===== config.mk =====
export PLATFORM = sky130hd
export DESIGN_NAME = ape_buffer_scheduler
export DESIGN_NICKNAME = d
export VERILOG_FILES = /design/src/rtl/ape_sched_pkg.sv /design/src/rtl/ape_sched_counter.sv /design/src/rtl/ape_buffer_scheduler.sv
export SDC_FILE = /design/constraint.sdc
export NUM_CORES = 1
export LEC_CHECK = 0
export CORE_MARGIN = 2
export CORE_UTILIZATION = 43
export CTS_CLUSTER_DIAMETER = 30
export DETAILED_ROUTE_END_ITERATION = 6
export PLACE_DENSITY = 0.77
export SLEW_MARGIN = 20
export SYNTH_ARGS = -nofsm -noshare
export SYNTH_HDL_FRONTEND = slang
export SYNTH_HIERARCHICAL = 1
export SYNTH_SLANG_ARGS = --single-unit

===== constraint.sdc =====
create_clock -name clock -period 3 [get_ports clock]
set_clock_uncertainty 0.15 [all_clocks]
set_input_delay 0.75 -clock clock [delete_from_list [all_inputs] [get_ports clock]]
set_output_delay 0.75 -clock clock [all_outputs]
set_load 0.02 [all_outputs]

===== src/rtl/ape_sched_pkg.sv =====
// ape_sched_pkg
// Shared definitions for the APE output-buffer scheduler:
//   - state_e       : scheduler FSM states
//   - FILTER_CNT_W  : default width of the filter count / filter index
//   - STEP_CNT_W    : default width of the accumulate-step count / step index
package ape_sched_pkg;

    localparam int FILTER_CNT_W = 8;
    localparam int STEP_CNT_W   = 12;

    typedef enum logic [2:0] {
        IDLE      = 3'd0,
        LOAD_BIAS = 3'd1,
        ACCUM     = 3'd2,
        DRAIN     = 3'd3,
        DONE      = 3'd4
    } state_e;

endpackage


===== src/rtl/ape_sched_counter.sv =====
// ape_sched_counter
// Loadable up-counter with a terminal-count flag.
// Ports:
//   clk, rst_n   : clock, asynchronous active-low reset (count -> 0)
//   load         : load load_val (takes priority over inc)
//   load_val     : value to load
//   inc          : increment by one
//   term_val     : terminal value compared against the current count
//   count        : current count
//   tc           : count == term_val
module ape_sched_counter #(
    parameter int W = 8
) (
    input  logic         clk,
    input  logic         rst_n,
    input  logic         load,
    input  logic [W-1:0] load_val,
    input  logic         inc,
    input  logic [W-1:0] term_val,
    output logic [W-1:0] count,
    output logic         tc
);

    logic [W-1:0] count_q;
    logic [W-1:0] count_d;

    always_comb begin
        count_d = count_q;
        if (load) begin
            count_d = load_val;
        end else if (inc) begin
            count_d = count_q + 1'b1;
        end
    end

    always_ff @(posedge clk or negedge rst_n) begin
        if (!rst_n) begin
            count_q <= '0;
        end else begin
            count_q <= count_d;
        end
    end

    assign count = count_q;
    assign tc    = (count_q == term_val);

endmodule


===== src/rtl/ape_buffer_scheduler.sv =====
// ape_buffer_scheduler
// Sequences one APE output-buffer tile per filter: bias preload (1 cycle),
// num_steps accumulate steps, then drain of the finished tile to writeback.
// Optional feature macro: APE_SCHED_PERF_EN (stall-cycle counter on
// perf_stall_cycles; tied to 0 when undefined).
// Ports:
//   clock, reset_n          : clock, asynchronous active-low reset
//   start, abort            : layer start (IDLE only), synchronous abort
//   num_filters, num_steps  : layer geometry, latched on accepted start
//   step_valid / step_req   : adder result handshake (ACCUM)
//   buf_w_enable            : bias-load strobe (LOAD_BIAS)
//   buf_enable              : accumulate strobe (ACCUM & step_valid)
//   bias_idx, filter_idx    : current filter (bias address == filter index)
//   step_idx                : current accumulate step
//   out_valid / out_ready   : tile handshake to writeback (DRAIN)
//   busy, done              : state != IDLE, one-cycle completion pulse
//   perf_stall_cycles       : stall counter
//   state_dbg               : current FSM state
// Handshakes: a transfer happens on a cycle where both valid and ready are 1;
// the valid side holds its data stable until that cycle.
module ape_buffer_scheduler #(
    parameter int FILTER_CNT_W = ape_sched_pkg::FILTER_CNT_W,
    parameter int STEP_CNT_W   = ape_sched_pkg::STEP_CNT_W
) (
    input  logic                    clock,
    input  logic                    reset_n,
    input  logic                    start,
    input  logic                    abort,
    input  logic [FILTER_CNT_W-1:0] num_filters,
    input  logic [STEP_CNT_W-1:0]   num_steps,
    input  logic                    step_valid,
    output logic                    step_req,
    output logic                    buf_w_enable,
    output logic                    buf_enable,
    output logic [FILTER_CNT_W-1:0] bias_idx,
    output logic [FILTER_CNT_W-1:0] filter_idx,
    output logic [STEP_CNT_W-1:0]   step_idx,
    output logic                    out_valid,
    input  logic                    out_ready,
    output logic                    busy,
    output logic                    done,
    output logic [31:0]             perf_stall_cycles,
    output logic [2:0]              state_dbg
);

    import ape_sched_pkg::*;

    state_e                  state_q, state_d;
    logic [FILTER_CNT_W-1:0] num_filters_q, num_filters_d;
    logic [STEP_CNT_W-1:0]   num_steps_q, num_steps_d;

    logic f_load, f_inc, f_tc;
    logic s_load, s_inc, s_tc;

    // Terminal compares use count-1 so the index never wraps past the last value.
    ape_sched_counter #(.W(FILTER_CNT_W)) u_filter_cnt (
        .clk      (clock),
        .rst_n    (reset_n),
        .load     (f_load),
        .load_val ('0),
        .inc      (f_inc),
        .term_val (num_filters_q - 1'b1),
        .count    (filter_idx),
        .tc       (f_tc)
    );

    ape_sched_counter #(.W(STEP_CNT_W)) u_step_cnt (
        .clk      (clock),
        .rst_n    (reset_n),
        .load     (s_load),
        .load_val ('0),
        .inc      (s_inc),
        .term_val (num_steps_q - 1'b1),
        .count    (step_idx),
        .tc       (s_tc)
    );

    always_comb begin
        state_d       = state_q;
        num_filters_d = num_filters_q;
        num_steps_d   = num_steps_q;
        f_load        = 1'b0;
        f_inc         = 1'b0;
        s_load        = 1'b0;
        s_inc         = 1'b0;
        if (abort) begin
            // Abort overrides every transition, including a same-cycle handshake.
            state_d = IDLE;
            f_load  = 1'b1;
            s_load  = 1'b1;
        end else begin
            case (state_q)
                IDLE: begin
                    if (start) begin
                        if ((num_filters != '0) && (num_steps != '0)) begin
                            num_filters_d = num_filters;
                            num_steps_d   = num_steps;
                            f_load        = 1'b1;
                            s_load        = 1'b1;
                            state_d       = LOAD_BIAS;
                        end else begin
                            state_d = DONE;
                        end
                    end
                end
                LOAD_BIAS: state_d = ACCUM;
                ACCUM: begin
                    if (step_valid) begin
                        if (s_tc) begin
                            s_load  = 1'b1;
                            state_d = DRAIN;
                        end else begin
                            s_inc = 1'b1;
                        end
                    end
                end
                DRAIN: begin
                    if (out_ready) begin
                        if (f_tc) begin
                            state_d = DONE;
                        end else begin
                            f_inc   = 1'b1;
                            state_d = LOAD_BIAS;
                        end
                    end
                end
                DONE:    state_d = IDLE;
                default: state_d = IDLE;
            endcase
        end
    end

    always_ff @(posedge clock or negedge reset_n) begin
        if (!reset_n) begin
            state_q       <= IDLE;
            num_filters_q <= '0;
            num_steps_q   <= '0;
        end else begin
            state_q       <= state_d;
            num_filters_q <= num_filters_d;
            num_steps_q   <= num_steps_d;
        end
    end

    // All outputs decode the registered state; only buf_enable also follows
    // step_valid so an adder result is captured in the cycle it is presented.
    assign step_req     = (state_q == ACCUM);
    assign buf_w_enable = (state_q == LOAD_BIAS);
    assign buf_enable   = (state_q == ACCUM) && step_valid;
    assign out_valid    = (state_q == DRAIN);
    assign busy         = (state_q != IDLE);
    assign done         = (state_q == DONE);
    assign bias_idx     = filter_idx;
    assign state_dbg    = state_q;

`ifdef APE_SCHED_PERF_EN
    logic [31:0] perf_q, perf_d;
    logic        perf_clr, perf_stall;

    assign perf_clr   = (state_q == IDLE) && start && !abort;
    assign perf_stall = ((state_q == ACCUM) && !step_valid) ||
                        ((state_q == DRAIN) && !out_ready);

    always_comb begin
        perf_d = perf_q;
        if (perf_clr) begin
            perf_d = '0;
        end else if (perf_stall && (perf_q != 32'hFFFF_FFFF)) begin
            perf_d = perf_q + 32'd1;
        end
    end

    always_ff @(posedge clock or negedge reset_n) begin
        if (!reset_n) begin
            perf_q <= '0;
        end else begin
            perf_q <= perf_d;
        end
    end

    assign perf_stall_cycles = perf_q;
`else
    assign perf_stall_cycles = 32'd0;
`endif

endmodule


## Word level (Yosys, flattened, before mapping)

Cells that the tools add are included.

| storage, ports and cells | value |
|---|---|
| flip-flop bits (word level) | 43 |
| bits of input ports | 26 |
| output and inout port bits | 69 |
| word-level logic and storage cells | 58 |

| cells by class | value |
|---|---|
| add/sub/neg operators | 4 |
| equal/unequal tests | 10 |
| mux-type cells | 28 |
| bitwise gates (word level) | 1 |
| reductions and logical operators | 10 |

Operator list:

| operator | count |
|---|---|
| 12-bit two-way mux | 2 |
| 3-bit two-way mux | 7 |
| 8-bit two-way mux | 2 |
| 1-bit two-way mux | 15 |
| 12-bit by 1-bit adder with 12-bit output (second input constant) | 1 |
| 12-bit == test | 1 |
| 3-bit one-hot mux with 4 select lines | 1 |
| 12-bit nonzero test | 1 |
| 12-bit by 1-bit subtractor with 12-bit output (second input constant) | 1 |
| 8-bit by 1-bit adder with 8-bit output (second input constant) | 1 |
| 8-bit == test | 1 |
| 4-bit AND reduction | 2 |
| 8-bit nonzero test | 1 |
| 8-bit by 1-bit subtractor with 8-bit output (second input constant) | 1 |
| 3-bit by 2-bit == test with 1-bit output (second input constant) | 2 |
| 3-bit by 2-bit inequality test with 1-bit output (second input constant) | 2 |
| 3-bit inequality test (second input constant) | 2 |
| 2-bit nonzero test | 2 |
| 3-bit by 1-bit == test with 1-bit output (second input constant) | 1 |
| 3-bit == test (second input constant) | 1 |
| 3-bit zero test | 1 |
| 3-bit nonzero test | 1 |
| 1-bit logical AND | 2 |
| 1-bit one-hot mux with 2 select lines | 1 |
| 1-bit inverter | 1 |

## Longest topological paths before layout

| depth | value |
|---|---|
| depth after elaboration | 8 |
| depth in mapped cells | 15 |
| mapped depth without buffers | 13 |

## Hierarchy

Netlist, hierarchy kept.

By module, submodules not included:

| module | times used | cells each | area each (µm²) | seq. area each (µm²) |
|---|---|---|---|---|
| ape_buffer_scheduler | 1 | 171 | 1754.2 | 575.6 |
| ape_sched_counter (u_step_cnt) | 1 | 92 | 823.3 | 300.3 |
| ape_sched_counter (u_filter_cnt) | 1 | 61 | 554.3 | 200.2 |

## Worst setup path before layout

No wires, ideal clock.

| path | value |
|---|---|
| kind | flip-flop to flip-flop |
| start | register num_steps_q[8] |
| end | register u_step_cnt.count_q[6] (netlist: u_step_cnt/count[6]) |
| library setup time | 129 ps |
| data arrival time | 2692 ps |
| slack | 29 ps |
| stages on the path, launching flop included | 14 |
| buffers on the path | 2 |
| period minus slack after synthesis | 2971 ps |
| cell sequence | dfrtp_1 > or4_1 > nor3_1 > xor2_1 > xnor2_1 > nand4_1 > nor3_1 > and3_1 > a311o_1 > clkbuf_1 > inv_1 > clkbuf_1 > o211ai_1 > nand3_1 |

| between the ends | value |
|---|---|
| word-level cells in the longest chain between the ends | 7 |
| elaborated cells between the ends (all ways) | 12 |
| those cells by class | add/sub: 1; eq/ne: 1; mux: 9; reduce/logical: 1 |

RTL lines:

| what | RTL line | source |
|---|---|---|
| start: declaration | ape_buffer_scheduler.sv:50 | `logic [STEP_CNT_W-1:0] num_steps_q, num_steps_d;` |
| start signal: assignment | ape_buffer_scheduler.sv:141 | `num_steps_q <= num_steps_d;` |
| 12-bit by 1-bit subtractor with 12-bit output (*) | ape_buffer_scheduler.sv:73 | `.term_val (num_steps_q - 1'b1),` |
| 12-bit == test (*) | ape_sched_counter.sv:45 | `assign tc = (count_q == term_val);` |
| via s_tc | ape_buffer_scheduler.sv:53 | `logic s_load, s_inc, s_tc;` |
| 1-bit two-way mux (*) | ape_buffer_scheduler.sv:109 | `if (s_tc) begin` |
| 1-bit two-way mux (*) | ape_buffer_scheduler.sv:108 | `if (step_valid) begin` |
| 1-bit one-hot mux with 2 select lines (*) | ape_buffer_scheduler.sv:92 | `case (state_q)` |
| 1-bit two-way mux (*) | ape_buffer_scheduler.sv:86 | `if (abort) begin` |
| via s_load | ape_buffer_scheduler.sv:53 |  |
| 12-bit two-way mux or 2-bit nonzero test (tied branches) | -- |  |
| end signal: assignment | ape_sched_counter.sv:40 | `count_q <= count_d;` |
| end: declaration | ape_sched_counter.sv:24 | `logic [W-1:0] count_q;` |

The timed path passes the listed nets; every way through them passes the cells marked *.
A chain may end at the register's enable or synchronous reset.

## Worst setup path after layout

| path | value |
|---|---|
| start | register num_steps_q[5] |
| end | register u_step_cnt.count_q[5] (netlist: u_step_cnt/count[5]) |

The elaborated chain is that of the path after synthesis.

==> impl_metrics.ini <==
[cts]
cts_buffer_depth = 2
clk_latency_ns = 0.30
clk_pin_slew_ns = 0.08
cts_tree = yes
cts_htree_levels = 2
numCtsBuffers = 5
cts.sinks = 43
cts_root_buffer = clkbuf_8

[route]
antenna_left = 0
route.met2.wl_um = 3882
viasPerCell = 4.921
topRoutingLayerUsed = met4
detail_route.wl_per_cell_um = 14.31
drtPass1Iterations = 4
m1WireLength_um = 3331
drtIter0Drc = 189
wl_met3_um = 400
wl_um = 7740
dr_total_vias = 2662
drc = 0

[timing]
period_needed_ns = 3.039
tns_ns = -0.09025
tightestPinTransition_ns = 0.5537
slew_headroom = 0.6309
finalCritPeriodShare = 1.013
whs_ns = 0.2811
rsz0062_at_grt = yes
setup_viol = 3
fmax_mhz = 329.0
post-route-worst-setup-slack_ns = -0.03941
hold_violations = 0
drv_slew = 0

[floorplan]
initial_core_util = 0.4388
die_x_um = 89.34
die_h_um = 89.34
rows = 31
core_um2 = 7137
io-pin-count = 95
die_area_um2 = 7982

[layout]
final_area_um2 = 4328
post-route-util = 0.6064
drive_above_1_share = 0.2489
multiInputGateArea_um2 = 1918
nFillCells = 598
n_antenna_cell = 0
seq_area_um2 = 1077
nets = 472
area_growth_pct = 38.19

[outcome]
violations = setup timing
status = finished with violations

[global_route]
grt_pass1_wl_um = 12330
grt_max_degree = 44
grt_antenna_before_repair = 0
grt_pass1_vias = 2562
grt.total_usage = 0.1975
overflow = 0

[synth]
yosysUniqueCellTypes = 45
synth-seq-cells = 43
synth-edff-count = 0
yosys_warnings = 6
ys.flop_type = dfrtp_1
synth_top_area_share = 0.3436
async_flop_share = 1.000
yosysMostFrequentCell = dfrtp_1
synth_area_leaders = dfrtp_1 (34%), buf_4 (10%), mux2_4 (9.1%)
synth_area_leader_cell = dfrtp_1
netlist_instances = 324
syn_area_per_cell_um2 = 9.666
synth.top_cells.by_count = dfrtp_1 (43), buf_4 (42), nand2_1 (28)
netlist_area_um2 = 3132
seq_area_frac_synth = 0.3436

[place]
placed_cell_area_um2 = 4011
place.gp.congestion = 0.8368
dp_hpwl_um = 5634
portBuffers = 62

[critical_path]
cp.required_ns = 3.08
rrSetupSlack_ns = -0.04
crit_type = flop to flop
setup.worst_path.start_class = flop
cp_max_fo = 5
crit_arrival_ns = 3.12
cp-end-kind = flop

[pwr]
power_density_nw_per_um2 = 566.7
p_total_mw = 2.452
p_leak_nw = 1.939
peakVddDrop_mv = 0.2409

[min_path]
hold_path_class = input pin to async pin

[run]
max_cap_viol_count = 0
[logic make-up after synthesis]
kind of cell,Yosys count,synth area share
AND/OR/NAND/NOR,110,0.1994
AO/OA/AOI/OAI,34,0.07032
buffers and inverters,66,0.1454
flip-flops,43,0.3436
adder cells (fa/ha/maj),4,0.01598
XOR/XNOR,44,0.1231
multiplexers,22,0.1011
other,1,0.001197
[cells in the final DEF, fill, tap and decap left out, drive strengths merged, types with 5 or more instances in the layout]
cell	netlist	layout
a31oi	5	5
xor2	18	18
nor2	15	15
clkbuf	6	6
nand3	11	11
nand2	28	28
nand4	13	13
nor4	6	6
o21ai	15	15
buf	49	54
dfrtp	43	43
conb	1	52
xnor2	26	26
inv	11	11
or4	13	13
nor3	7	7
clkdlybuf4s50	0	60
mux2	20	20
[sequential cells by signal, summed over array words and instances (netlist names)]
name	flops
num_filters_q	8
num_steps_q	12
state_dbg	3
u_filter_cnt/count	8
u_step_cnt/count	12
[worst max-delay path: stages (launching register included)]
cell,delay (ns)
dfrtp_1,0.41
nor4_4,0.35
nand2_2,0.15
nor4_2,0.21
xor2_1,0.22
xnor2_1,0.09
nand4_1,0.14
nor3_4,0.07
and3_1,0.16
a311o_1,0.39
or4_1,0.55
nand3_1,0.10
[routing by layer]
| metal | track usage | vias up |
|---|---|---|
| li1 | - | 1279 |
| met1 | 0.2611 | 1297 |
| met2 | 0.3387 | 77 |
| met3 | 0.03232 | 9 |
| met4 | 0.04613 | 0 |
| met5 | 0 | - |
[path summary, 6_finish.rpt]
kind	startpoint	endpoint	depth (start not counted)
setup / recovery	num_steps_q[5]	u_step_cnt/count[5]	11
hold / removal	reset_n	num_steps_q[8]	1
setup reg to reg	num_steps_q[5]	u_step_cnt/count[5]	11
hold reg to reg	num_steps_q[11]	num_steps_q[11]	1
max in group asynchronous	reset_n	u_filter_cnt/count[1]	2
min in group clock	num_steps_q[11]	num_steps_q[11]	1
[repair_timing]
item / CTS / global route
hold buffers: 0 / 0
setup buffers: 4 / 3
pin swaps: 12 / 15
gates resized for setup: 17 / 13
gates cloned: 0 / 0
endpoints found under the setup margin: 16 / 21
[metrics by stage]
step	setup WS [ns]	std cells
2_1_floorplan	0.02940	375
3_3_place_gp	-0.2369	526
3_5_place_dp	-0.2698	526
4_1_cts	-0.02810	537
5_1_grt	-0.1722	541
6_report	-0.03941	541
[report_power, final]
group          internal [mW]  switching, mW  total [mW]
combinational          0.609          0.523        1.13
sequential             0.701          0.178       0.879
clock                  0.244          0.197       0.441
[cell type report]
cell class              instances  share of cell area
clock inverters                 1            0.006938
inverters                      11            0.009540
flip-flops and latches         43              0.2489
repair buffers                115              0.2460
well taps                      99             0.02862
clock buffers                   6             0.01677
multi-input cells             266              0.4432
(Power assumes the default switching activity.)
==> RTL change, RTL diff (same settings) <==
Add a define of `APE_SCHED_PERF_EN`.
--- a/src/rtl/ape_buffer_scheduler.sv
+++ b/src/rtl/ape_buffer_scheduler.sv
@@ -19,4 +19,6 @@
 // Handshakes: a transfer happens on a cycle where both valid and ready are 1;
 // the valid side holds its data stable until that cycle.
+`define APE_SCHED_PERF_EN
+
 module ape_buffer_scheduler #(
     parameter int FILTER_CNT_W = ape_sched_pkg::FILTER_CNT_W,
Formal check against the unedited RTL: not equivalent (Yosys sat finds a counterexample within 4 cycles, from zero or initial values and one cycle with reset_n low).
==> RTL change against the original RTL <==
- the flow still finishes with violations (negative setup slack)
- synthesized area grew 47%
- final area grew 46%
- worst setup slack lost 130 ps
- synthesized cell count grew 51%
- total power grew 51%
- sequential cell count grew 32
- wire length grew 65%
- clock power grew 130%
- largest power group is now sequential cells
==> RTL change: results (changes against the original RTL) <==
metric;value;unit;change
status;finished with violations;;unchanged
failing checks;negative setup slack;;unchanged
port buffer count;94;;was 62
Final Non-Filler Cells;769;;was 541
Vias;4356;;was 2,662
post-placement cell count;749;;was 526
post-synthesis mux area share;6.318;%;was 10.11%
share of post-route cells with drive strength above 1;17.54;%;was 24.89%
CTS Buf Count;9;;was 5
first-pass GRT wire length;21090;µm;was 12,330 µm
compound-cell area share of the yosys netlist;11.52;%;was 7.032%
fraction of synthesized cell area in xor and xnor cells;9.680;%;was 12.31%
Avg Cell Area, Syn;9.436;µm²;was 9.666 µm²
Total GRT Usage;22.84;%;was 19.75%
worst-skew pair later-pin latency;360;ps;was 300 ps
smallest setup slack after layout;-166.5;ps;was -39.41 ps
post-route setup TNS;-995.0;ps;was -90.25 ps
gp weighted congestion;0.8677;;was 0.8368
Detail Placement HPWL;9187;µm;was 5634 µm
synth unique cells;55;;was 45
pin count of the biggest net entering global routing;38;;was 44
DP Area;5937;µm²;was 4011 µm²
Iter 0 DRT Violations;258;;was 189
slew margin rel.;42.79;%;was 63.09%
Final setup viols;10;;was 3
maximum VDD drop;0.3262;mV;was 0.2409 mV
Lkg Pwr;0.002600;µW;was 0.001939 µW
sequential share of the synthesized area;40.67;%;was 34.36%
Arr. time, crit path;3260;ps;was 3120 ps
largest cells by area after synthesis;dfrtp_1 (41%), xnor2_1 (6.1%), mux2_2 (5.1%);;was dfrtp_1 (34%), buf_4 (10%), mux2_4 (9.1%)
average wire per standard cell;16.56;µm;was 14.31 µm
number of global-route vias before repair;4331;;was 2,562
## RTL change: cell count changes after synthesis, moves of 8 or more
cell	before	now
a21oi_1	1	15
buf_4	42	10
dfrtp_1	43	75
inv_1	11	19
mux2_2	1	21
mux2_4	19	1
nand2_1	28	42
nand3_1	11	24
nand4_1	11	26
nor2_1	15	31
o21ai_0	11	22
## RTL change: timing repair
item	4_1_cts	5_1_grt
endpoints found under the hold margin	0	0
setup buffers	4	1
gates cloned	0	0
resized for setup	20	9
endpoints found under the setup margin	13	17
pin swaps	22	10
## RTL change: power breakdown
part / leakage (µW) / internal (µW) / switching, µW
clock network: 0.000128 / 636 / 389
logic: 0.00151 / 633 / 615
registers: 0.000958 / 1170 / 255
## RTL change: routing by layer
layer	wire length [µm]	global-route usage, %
met1	5541	29.19
met2	6381	39.53
met3	669	3.814
met4	146	6.868
met5	0	0
## RTL change: logic make-up after synthesis
family | after synthesis
flops | 75
fa+ha+maj | 5
buf+inv | 51
mux | 26
xor+xnor | 51
compound gates | 81
other cells | 1
simple gates | 199
## RTL change: final timing paths
path | endpoint | from | slack (ps) | cells past startpoint
max reg2reg | u_step_cnt/count[8]$_DFFE_PN0P_ | num_steps_q[2]$_DFFE_PN0P_ | -170 | 14
min | state_dbg[1]$_DFFE_PN0P_ | reset_n | 350 | 1
max in group asynchronous | num_steps_q[6]$_DFFE_PN0P_ | reset_n | 1690 | 2
min in group clock | num_filters_q[1]$_DFFE_PN0P_ | num_filters_q[1]$_DFFE_PN0P_ | 400 | 1
max | u_step_cnt/count[8]$_DFFE_PN0P_ | num_steps_q[2]$_DFFE_PN0P_ | -170 | 14
min reg2reg | num_filters_q[1]$_DFFE_PN0P_ | num_filters_q[1]$_DFFE_PN0P_ | 400 | 1
## RTL change: cell type report
class / instances / area [µm²] / share of cell area (%)
inverter: 19 / 73.82 / 1.166
clock inverter: 5 / 125.1 / 1.976
timing repair buffer: 141 / 1328 / 20.97
clock buffer: 11 / 131.4 / 2.075
tap: 136 / 170.2 / 2.688
multi-input combinational: 382 / 2626 / 41.48
sequential: 75 / 1877 / 29.64
## RTL change: worst max-delay path: stages (launching register included)
cell,delay [ps]
dfrtp_1,410
or4_4,560
nor2_4,140
nand2_2,100
nor2_2,130
xor2_1,190
xnor2_1,140
nand4_1,160
nor3_4,260
nor3b_2,70
buf_4,170
nand2_4,100
buf_4,130
nor3_1,40
a221o_1,290
## RTL change: per-stage QoR
stage / hold slack (ps) / setup slack, ps / total power (µW)
after floorplan: 304.4 / -12.23 / 2157
after global placement: 369.7 / -102.3 / 2557
after detailed placement: 379.9 / -224.0 / 2603
after CTS: 367.4 / -93.10 / 3674
after global routing: 408.9 / -357.1 / 3893
final: 349.0 / -166.5 / 3697
